File: config.mk
export PLATFORM = sky130hd
export DESIGN_NAME = hv_dvdt_tm_seq_flat
export DESIGN_NICKNAME = d
export VERILOG_FILES = /design/src/rtl/hv_dvdt_tm_seq_if.sv /design/src/rtl/hv_dvdt_tm_seq.sv /design/src/flat_wrapper.sv
export SDC_FILE = /design/constraint.sdc
export NUM_CORES = 1
export LEC_CHECK = 0
export CAP_MARGIN = 10
export CORE_UTILIZATION = 43
export CTS_CLUSTER_SIZE = 8
export DETAILED_ROUTE_END_ITERATION = 10
export PLACE_DENSITY = 0.82
export RECOVER_POWER = 50
export SLEW_MARGIN = 20
export SYNTH_ARGS = -nofsm -noshare
export SYNTH_HDL_FRONTEND = slang
export SYNTH_SLANG_ARGS = --single-unit
File: constraint.sdc
create_clock -name i_clk -period 1.55 [get_ports i_clk]
set_input_delay 0.2325 -clock i_clk [delete_from_list [all_inputs] [get_ports i_clk]]
set_output_delay 0.2325 -clock i_clk [all_outputs]
set_load 0.05 [all_outputs]
File: src/rtl/hv_dvdt_tm_seq_if.sv
// Control/status bundle between the dvdt test-mode sequencer and its controller.
// The master drives requests and reads status; the slave is the sequencer.
interface hv_dvdt_tm_seq_if;
   logic       i_start;
   logic       i_abort;
   logic [1:0] i_mode_sel;
   logic       i_loop;
   logic [7:0] i_reg_dvdt_tm_sw;
   logic [7:0] o_reg_dvdt_tm;
   logic       o_busy;
   logic       o_done;

   modport master (
      output i_start, i_abort, i_mode_sel, i_loop, i_reg_dvdt_tm_sw,
      input  o_reg_dvdt_tm, o_busy, o_done
   );

   modport slave (
      input  i_start, i_abort, i_mode_sel, i_loop, i_reg_dvdt_tm_sw,
      output o_reg_dvdt_tm, o_busy, o_done
   );
endinterface

File: src/rtl/hv_dvdt_tm_seq.sv
// dvdt test-mode sequencer: cap-trim (8'h80), guard gap (8'h00), cnt-del (8'h40), done pulse.
// Define HV_DVDT_SEQ_LOOP_EN to let DONE restart the latched sequence while i_loop is high.
module hv_dvdt_tm_seq #(
   parameter int unsigned CLK_M    = 48,
   parameter int unsigned DWELL_NS = 2500,
   parameter int unsigned GAP_NS   = 500
) (
   input logic               i_clk,
   input logic               i_rst_n,
   hv_dvdt_tm_seq_if.slave   bus
);

   localparam int unsigned DWELL_CYC = (DWELL_NS * CLK_M + 999) / 1000;
   localparam int unsigned GAP_CYC   = (GAP_NS * CLK_M + 999) / 1000;
   localparam int unsigned MAX_CYC   = (DWELL_CYC > GAP_CYC) ? DWELL_CYC : GAP_CYC;
   localparam int unsigned CNT_W     = $clog2(MAX_CYC + 1);

   localparam logic [CNT_W-1:0] DWELL_TERM = CNT_W'(DWELL_CYC - 1);
   localparam logic [CNT_W-1:0] GAP_TERM   = CNT_W'(GAP_CYC - 1);

   if (DWELL_NS < 2100) begin : g_dwell_chk
      $error("DWELL_NS must be at least 2100 to cover the sampler capture window");
   end
   if (GAP_NS == 0) begin : g_gap_chk
      $error("GAP_NS must be non-zero");
   end

   typedef enum logic [2:0] {StIdle, StPh1, StGap, StPh2, StDone} state_t;

   state_t           r_state, w_state_nxt;
   logic [CNT_W-1:0] r_cnt, w_cnt_nxt, w_term;
   logic [1:0]       r_mode, w_mode_nxt;
   logic [7:0]       r_code, w_code_nxt;
   logic             r_busy, w_busy_nxt;
   logic             r_done, w_done_nxt;

`ifndef HV_DVDT_SEQ_LOOP_EN
   logic w_unused_loop;
   assign w_unused_loop = bus.i_loop;
`endif

   always_comb begin
      w_state_nxt = r_state;
      w_mode_nxt  = r_mode;
      w_code_nxt  = 8'h00;
      w_busy_nxt  = 1'b0;
      w_done_nxt  = 1'b0;
      w_term      = '0;

      unique case (r_state)
         StIdle: begin
            w_code_nxt = bus.i_reg_dvdt_tm_sw;
            if (bus.i_start && !bus.i_abort) begin
               w_mode_nxt = bus.i_mode_sel;
               if (bus.i_mode_sel[0])      w_state_nxt = StPh1;
               else if (bus.i_mode_sel[1]) w_state_nxt = StPh2;
               else                        w_state_nxt = StDone;
            end
         end
         StPh1: begin
            w_code_nxt = 8'h80;
            w_busy_nxt = 1'b1;
            w_term     = DWELL_TERM;
            if (r_cnt == DWELL_TERM) w_state_nxt = r_mode[1] ? StGap : StDone;
         end
         StGap: begin
            w_busy_nxt = 1'b1;
            w_term     = GAP_TERM;
            if (r_cnt == GAP_TERM) w_state_nxt = StPh2;
         end
         StPh2: begin
            w_code_nxt = 8'h40;
            w_busy_nxt = 1'b1;
            w_term     = DWELL_TERM;
            if (r_cnt == DWELL_TERM) w_state_nxt = StDone;
         end
         StDone: begin
            w_done_nxt  = 1'b1;
            w_state_nxt = StIdle;
`ifdef HV_DVDT_SEQ_LOOP_EN
            if (bus.i_loop) begin
               if (r_mode[0])      w_state_nxt = StPh1;
               else if (r_mode[1]) w_state_nxt = StPh2;
            end
`endif
         end
         default: w_state_nxt = StIdle;
      endcase

      // Abort forces a clean 8'h00 cycle before the software value returns.
      if (bus.i_abort && r_state != StIdle) begin
         w_state_nxt = StIdle;
         w_code_nxt  = 8'h00;
         w_busy_nxt  = 1'b0;
         w_done_nxt  = 1'b0;
      end

      if (w_state_nxt != r_state) w_cnt_nxt = '0;
      else if (r_cnt != w_term)   w_cnt_nxt = r_cnt + CNT_W'(1);
      else                        w_cnt_nxt = r_cnt;
   end

   always_ff @(posedge i_clk) begin
      if (!i_rst_n) begin
         r_state <= StIdle;
         r_cnt   <= '0;
         r_mode  <= 2'b00;
         r_code  <= 8'h00;
         r_busy  <= 1'b0;
         r_done  <= 1'b0;
      end else begin
         r_state <= w_state_nxt;
         r_cnt   <= w_cnt_nxt;
         r_mode  <= w_mode_nxt;
         r_code  <= w_code_nxt;
         r_busy  <= w_busy_nxt;
         r_done  <= w_done_nxt;
      end
   end

   assign bus.o_reg_dvdt_tm = r_code;
   assign bus.o_busy        = r_busy;
   assign bus.o_done        = r_done;

endmodule

File: src/flat_wrapper.sv
// flat-port wrapper written by rule: the top's interface ports become plain ports
module hv_dvdt_tm_seq_flat 
#(
   parameter int unsigned CLK_M    = 48,
   parameter int unsigned DWELL_NS = 2500,
   parameter int unsigned GAP_NS   = 500
)
  (i_clk, i_rst_n, bus_i_start, bus_i_abort, bus_i_mode_sel, bus_i_loop, bus_i_reg_dvdt_tm_sw, bus_o_reg_dvdt_tm, bus_o_busy, bus_o_done);
  hv_dvdt_tm_seq_if bus_i ();
  input logic i_clk;
  input logic i_rst_n;
  input wire logic [$bits(bus_i.i_start)-1:0] bus_i_start;
  input wire logic [$bits(bus_i.i_abort)-1:0] bus_i_abort;
  input wire logic [$bits(bus_i.i_mode_sel)-1:0] bus_i_mode_sel;
  input wire logic [$bits(bus_i.i_loop)-1:0] bus_i_loop;
  input wire logic [$bits(bus_i.i_reg_dvdt_tm_sw)-1:0] bus_i_reg_dvdt_tm_sw;
  output wire logic [$bits(bus_i.o_reg_dvdt_tm)-1:0] bus_o_reg_dvdt_tm;
  output wire logic [$bits(bus_i.o_busy)-1:0] bus_o_busy;
  output wire logic [$bits(bus_i.o_done)-1:0] bus_o_done;
  assign bus_i.i_start = bus_i_start;
  assign bus_i.i_abort = bus_i_abort;
  assign bus_i.i_mode_sel = bus_i_mode_sel;
  assign bus_i.i_loop = bus_i_loop;
  assign bus_i.i_reg_dvdt_tm_sw = bus_i_reg_dvdt_tm_sw;
  assign bus_o_reg_dvdt_tm = bus_i.o_reg_dvdt_tm;
  assign bus_o_busy = bus_i.o_busy;
  assign bus_o_done = bus_i.o_done;
  hv_dvdt_tm_seq #(.CLK_M(CLK_M), .DWELL_NS(DWELL_NS), .GAP_NS(GAP_NS)) u_core (.i_clk(i_clk), .i_rst_n(i_rst_n), .bus(bus_i));
endmodule
[Word level (Yosys, flattened, before mapping)]
Cells that the tools add are included.
Cells by class
  bitwise operators: 1
  add/subtract/negate cells: 1
  equality and inequality tests: 8
  muxes and demuxes: 13
  reduce and logical (&&, ||, !) cells: 10
Operator list (count)
  $mux 3: 8
  $pmux 8 s3: 1
  $pmux 7 s2: 1
  $pmux 3 s4: 1
  $add 7x1->7 const B: 1
  $eq 7x5->1 const B: 1
  $eq 7x7->1 const B: 1
  $ne 7x7->1: 1
  $eq 3x2->1 const B: 2
  $reduce_or 2->1: 3
  $eq 3x1->1 const B: 1
  $eq 3x3->1 const B: 1
  $logic_not 3->1: 1
  $ne 3x3->1: 1
  $reduce_bool 3->1: 1
  $reduce_or 3->1: 1
  $logic_and 1x1->1: 2
  $mux 1: 2
  $reduce_and 2->1: 1
  $logic_not 1->1: 1
  $not 1->1: 1
Storage, ports and cells
  register bits: 22
  word-level logic and storage cells: 39
  bits of input ports: 15

[Depth between registers and ports, before layout]
  depth after elaboration: 7
  mapped depth: 5
  gate-level depth less buffers: 5

[Worst setup path after synthesis]
No wires, ideal clock.
  kind: register -> register
  from: reg u_core.r_cnt[1]
  to: reg u_core.r_state[1]
  stages on the path, launching flop included: 6
  buffers on the path: 0
  path slack: 0.074 ns
  setup time: 0.086 ns
  clock period less this slack: 1.476 ns
  arrival: 1.391 ns
  path through: dfxtp_1 ha_1 and4b_1 nand4_1 mux2i_1 a211oi_1
Between the ends
  longest elaborated chain between the ends: 4
  elaborated cells between the ends (all ways): 7
RTL lines
  start, declared: RTL line hv_dvdt_tm_seq.sv:31  | logic [CNT_W-1:0] r_cnt, w_cnt_nxt, w_term;
  start signal, assigned: RTL line hv_dvdt_tm_seq.sv:113  | r_cnt <= w_cnt_nxt;
  $eq 7x7->1 or $eq 7x5->1 (tied branches): RTL line hv_dvdt_tm_seq.sv:64, hv_dvdt_tm_seq.sv:75, hv_dvdt_tm_seq.sv:69
  $mux 3 (on tied branches): RTL line hv_dvdt_tm_seq.sv:75, hv_dvdt_tm_seq.sv:64, hv_dvdt_tm_seq.sv:69
  $pmux 3 s4 *: RTL line hv_dvdt_tm_seq.sv:50  | unique case (r_state)
  $mux 3 *: RTL line hv_dvdt_tm_seq.sv:91  | if (bus.i_abort && r_state != StIdle) begin
  end signal, assigned: RTL line hv_dvdt_tm_seq.sv:105  | r_state <= StIdle;
  end signal, assigned: RTL line hv_dvdt_tm_seq.sv:112  | r_state <= w_state_nxt;
  end, declared: RTL line hv_dvdt_tm_seq.sv:30  | state_t r_state, w_state_nxt;
Every way passes the cells marked *; elsewhere a longest branch is shown, timed or not.
A chain may end at the register's enable or synchronous reset.

[Final worst setup path]
  from: reg u_core.r_cnt[0]
  to: reg u_core.r_cnt[3]
Between the ends
  longest elaborated chain between the ends: 6
  elaborated cells between the ends (all ways): 11
RTL lines
  $eq 7x7->1 or $eq 7x5->1 (tied branches): RTL line hv_dvdt_tm_seq.sv:64, hv_dvdt_tm_seq.sv:75, hv_dvdt_tm_seq.sv:69
  $mux 3 (on tied branches): RTL line hv_dvdt_tm_seq.sv:75, hv_dvdt_tm_seq.sv:64, hv_dvdt_tm_seq.sv:69
  $pmux 3 s4: RTL line hv_dvdt_tm_seq.sv:50
  $mux 3: RTL line hv_dvdt_tm_seq.sv:91
  $ne 3x3->1: RTL line hv_dvdt_tm_seq.sv:98  | if (w_state_nxt != r_state) w_cnt_nxt = '0;
  $reduce_or 2->1 (no source line)
Several ways; a longest one is shown, not always the timed one.

==> out/results.ini <==
[run_status]
status = finished, violations left
violations = negative setup slack

[power_and_ir_drop]
pwr-share-clk_pct = 20.5
power_frac_comb_pct = 31.4
ir_worst_vdd_mv = 0.625
power.total_w = 0.00127
netSwitchingFraction_pct = 31.9
leakage_nw = 0.615
power_density_nw_per_um2 = 860
seqPwrFrac_pct = 48.1
p_switching_w = 0.000404
p_int_w = 0.000861

[setup_path]
cp_max_fo = 6
endpoint_kind = flop
critPathArrivalTime_ps = 1750
cp-start-kind = flop
crit_type = flop to flop
crit_required_ps = 1740
rrSetupSlack_ps = -10
reg2regPathDepth = 6

[sta]
slew_headroom_pct = 59.9
min_period_ps = 1560
fin_ws_ps = -10.2
max_freq_mhz = 641
hold_viol_final = 0
min_period_over_period_pct = 101
rsz0062_at_grt = true
finClkSkew_ps = 2.96
worst_pin_slew_ps = 604
setup_tns_ps = -18.4
slew_viol_final = 0
setup_viol = 3

[global_routing]
antenna_found_initial = 0
grt_overflow = 0
grt_pass1_vias = 964
grt_pass1_wl_mm = 4.04
grt_use_total_pct = 20.9
grt_max_degree = 12

[cells_and_area]
final_util_pct = 67.2
n_fill_cell = 157
nets = 168
layout_common_cells = buf_4, dfxtp_1, clkdlybuf4s50_1
final_cell_area_um2 = 1470
drive_gt1_share_pct = 35.8
num_antenna_cells = 0
final_common_cell = buf_4
area_growth_pct = 47.7

[die]
dieArea_um2 = 2510
die_h_um = 50.1
core-area_um2 = 2190
initial_core_util_pct = 45.5
die_w_um = 50.1
pin_count = 25
rows = 17

[placed_design]
place_congestion = 0.764
place_ws_ps = -193
dpl_cell_area_um2 = 1340
dp_hpwl_mm = 1.83
portBuffers = 23

[route]
vias_per_cell = 5.44
routed_wl_mm = 2.53
wl_met2_mm = 1.33
route.met3.wl_um = 102
drt_iter0_markers = 44
ant_nets = 0
vias = 973
highest_layer = met4
drc = 0
dr.pass1.iters = 4
wl_met1_mm = 1.05
routedWlPerCell_um = 14.1

[cts]
htree_levels = 1
cts_made_buffers = 3
clk_pin_slew_worst_paths_ps = 110
insertion_delay_ps = 300
clock_sinks = 21
ctsLongestPathBuffers = 2
cts_root_buffer = clkbuf_4
cts_tree = yes

[synth]
synthesis.area_um2 = 996
synth_cell_types = 40
synth_top_area_cell = dfxtp_1
synth_edf_count = 0
synth_top_area_share_pct = 42.2
synth-seq-area-share_pct = 42.2
synthArstFlopShare_pct = 0
avgSynthCellArea_um2 = 9.22
synth-seq-cells = 21
synth.area.top_cells = dfxtp_1, and2_1, nor2_1
ys_warn_count = 0
syn_nets = 124
synth_cells = 108
ys.flop_type = dfxtp_1

[job]
maxCapViolCount = 0

[worst_hold_path]
whs_path_depth = 2
min_path_type = input pin to flop

==> per-layer routing <==
metal,GRT usage (%),vias up
met5,0,-
met4,8.10,0
met3,3.09,7
met2,37.6,35
met1,24.3,451
li1,-,480
==> worst paths after layout <==
path / end / startpoint
setup / recovery: u_core.r_cnt[3]$_SDFFE_PP0P_ / u_core.r_cnt[0]$_SDFFE_PP0P_
hold / removal: u_core.bus.o_reg_dvdt_tm[1]$_SDFF_PP0_ / bus_i_reg_dvdt_tm_sw[1]
setup reg to reg: u_core.r_cnt[3]$_SDFFE_PP0P_ / u_core.r_cnt[0]$_SDFFE_PP0P_
hold reg to reg: u_core.bus.o_done$_SDFF_PP0_ / u_core.r_state[2]$_SDFF_PN0_
==> through the flow <==
step           hold WS [ps]  std cells
2_1_floorplan           309        108
3_3_place_gp            503        173
3_5_place_dp            514        173
4_1_cts                 482        177
5_1_grt                 485        179
6_report                492        179
==> synthesized netlist by cell type (2+ instances only) <==
cell and count:
and2_1 8, mux2i_1 3, and4b_1 2, nor2_1 12, a21oi_1 6, nand3_1 4, dfxtp_1 21, o31ai_1 3
inv_1 2, nor2b_1 3, buf_4 2, nand2b_1 3, a211oi_1 2, nand4_1 3, nand2_1 4, nor3_1 4
xor2_1 3
==> cell families (layout without fill, tap and decap cells) <==
| logic type | count (synthesis) | in the layout | synth area share [%] |
|---|---|---|---|
| xor+xnor | 4 | 4 | 3.52 |
| simple gates | 53 | 53 | 31.0 |
| compound gates | 19 | 19 | 14.7 |
| flops | 21 | 21 | 42.2 |
| fa+ha+maj | 1 | 1 | 1.26 |
| mux | 3 | 3 | 3.02 |
| buf+inv | 7 | 50 | 4.27 |
==> final cells by class <==
| class | instances | area, µm² | share of cell area, % |
|---|---|---|---|
| multi-input cells | 80 | 613 | 41.7 |
| flip-flops and latches | 21 | 434 | 29.5 |
| repair buffers | 44 | 355 | 24.1 |
| well taps | 28 | 35.0 | 2.38 |
| clock buffers | 4 | 26.3 | 1.79 |
| inverters | 2 | 7.51 | 0.510 |
==> critical path, stage by stage (launching register included) <==
cell     delay, ps
dfxtp_4        410
ha_4           140
and4b_1        240
nand4_1        240
buf_4          230
nand3_4        130
nor2_2          50
==> sequential cells by signal, summed over array words and instances, names as in the netlist <==
register / cells
u_core.bus.o_done: 1
u_core.bus.o_reg_dvdt_tm: 8
u_core.r_state: 3
u_core.bus.o_busy: 1
u_core.r_cnt: 7
u_core.r_mode: 1
==> power groups by stage <==
stage | Sequential [W] | Combinational, W | Clock, W
floorplan | 0.000673 | 0.000148 | 0
global placement | 0.000610 | 0.000349 | 0
detailed placement | 0.000613 | 0.000362 | 0
CTS | 0.000602 | 0.000369 | 0.000267
global route | 0.000613 | 0.000427 | 0.000284
finish | 0.000609 | 0.000397 | 0.000260
==> repair_timing <==
action / in CTS / in global routing
buffers inserted: 0 / 2
hold buffers: 0 / 0
setup endpoints to repair: 8 / 7
pin swaps: 1 / 5
gates resized for setup: 6 / 19
gates cloned: 0 / 0
No activity file was read; power rests on OpenSTA's default activity.
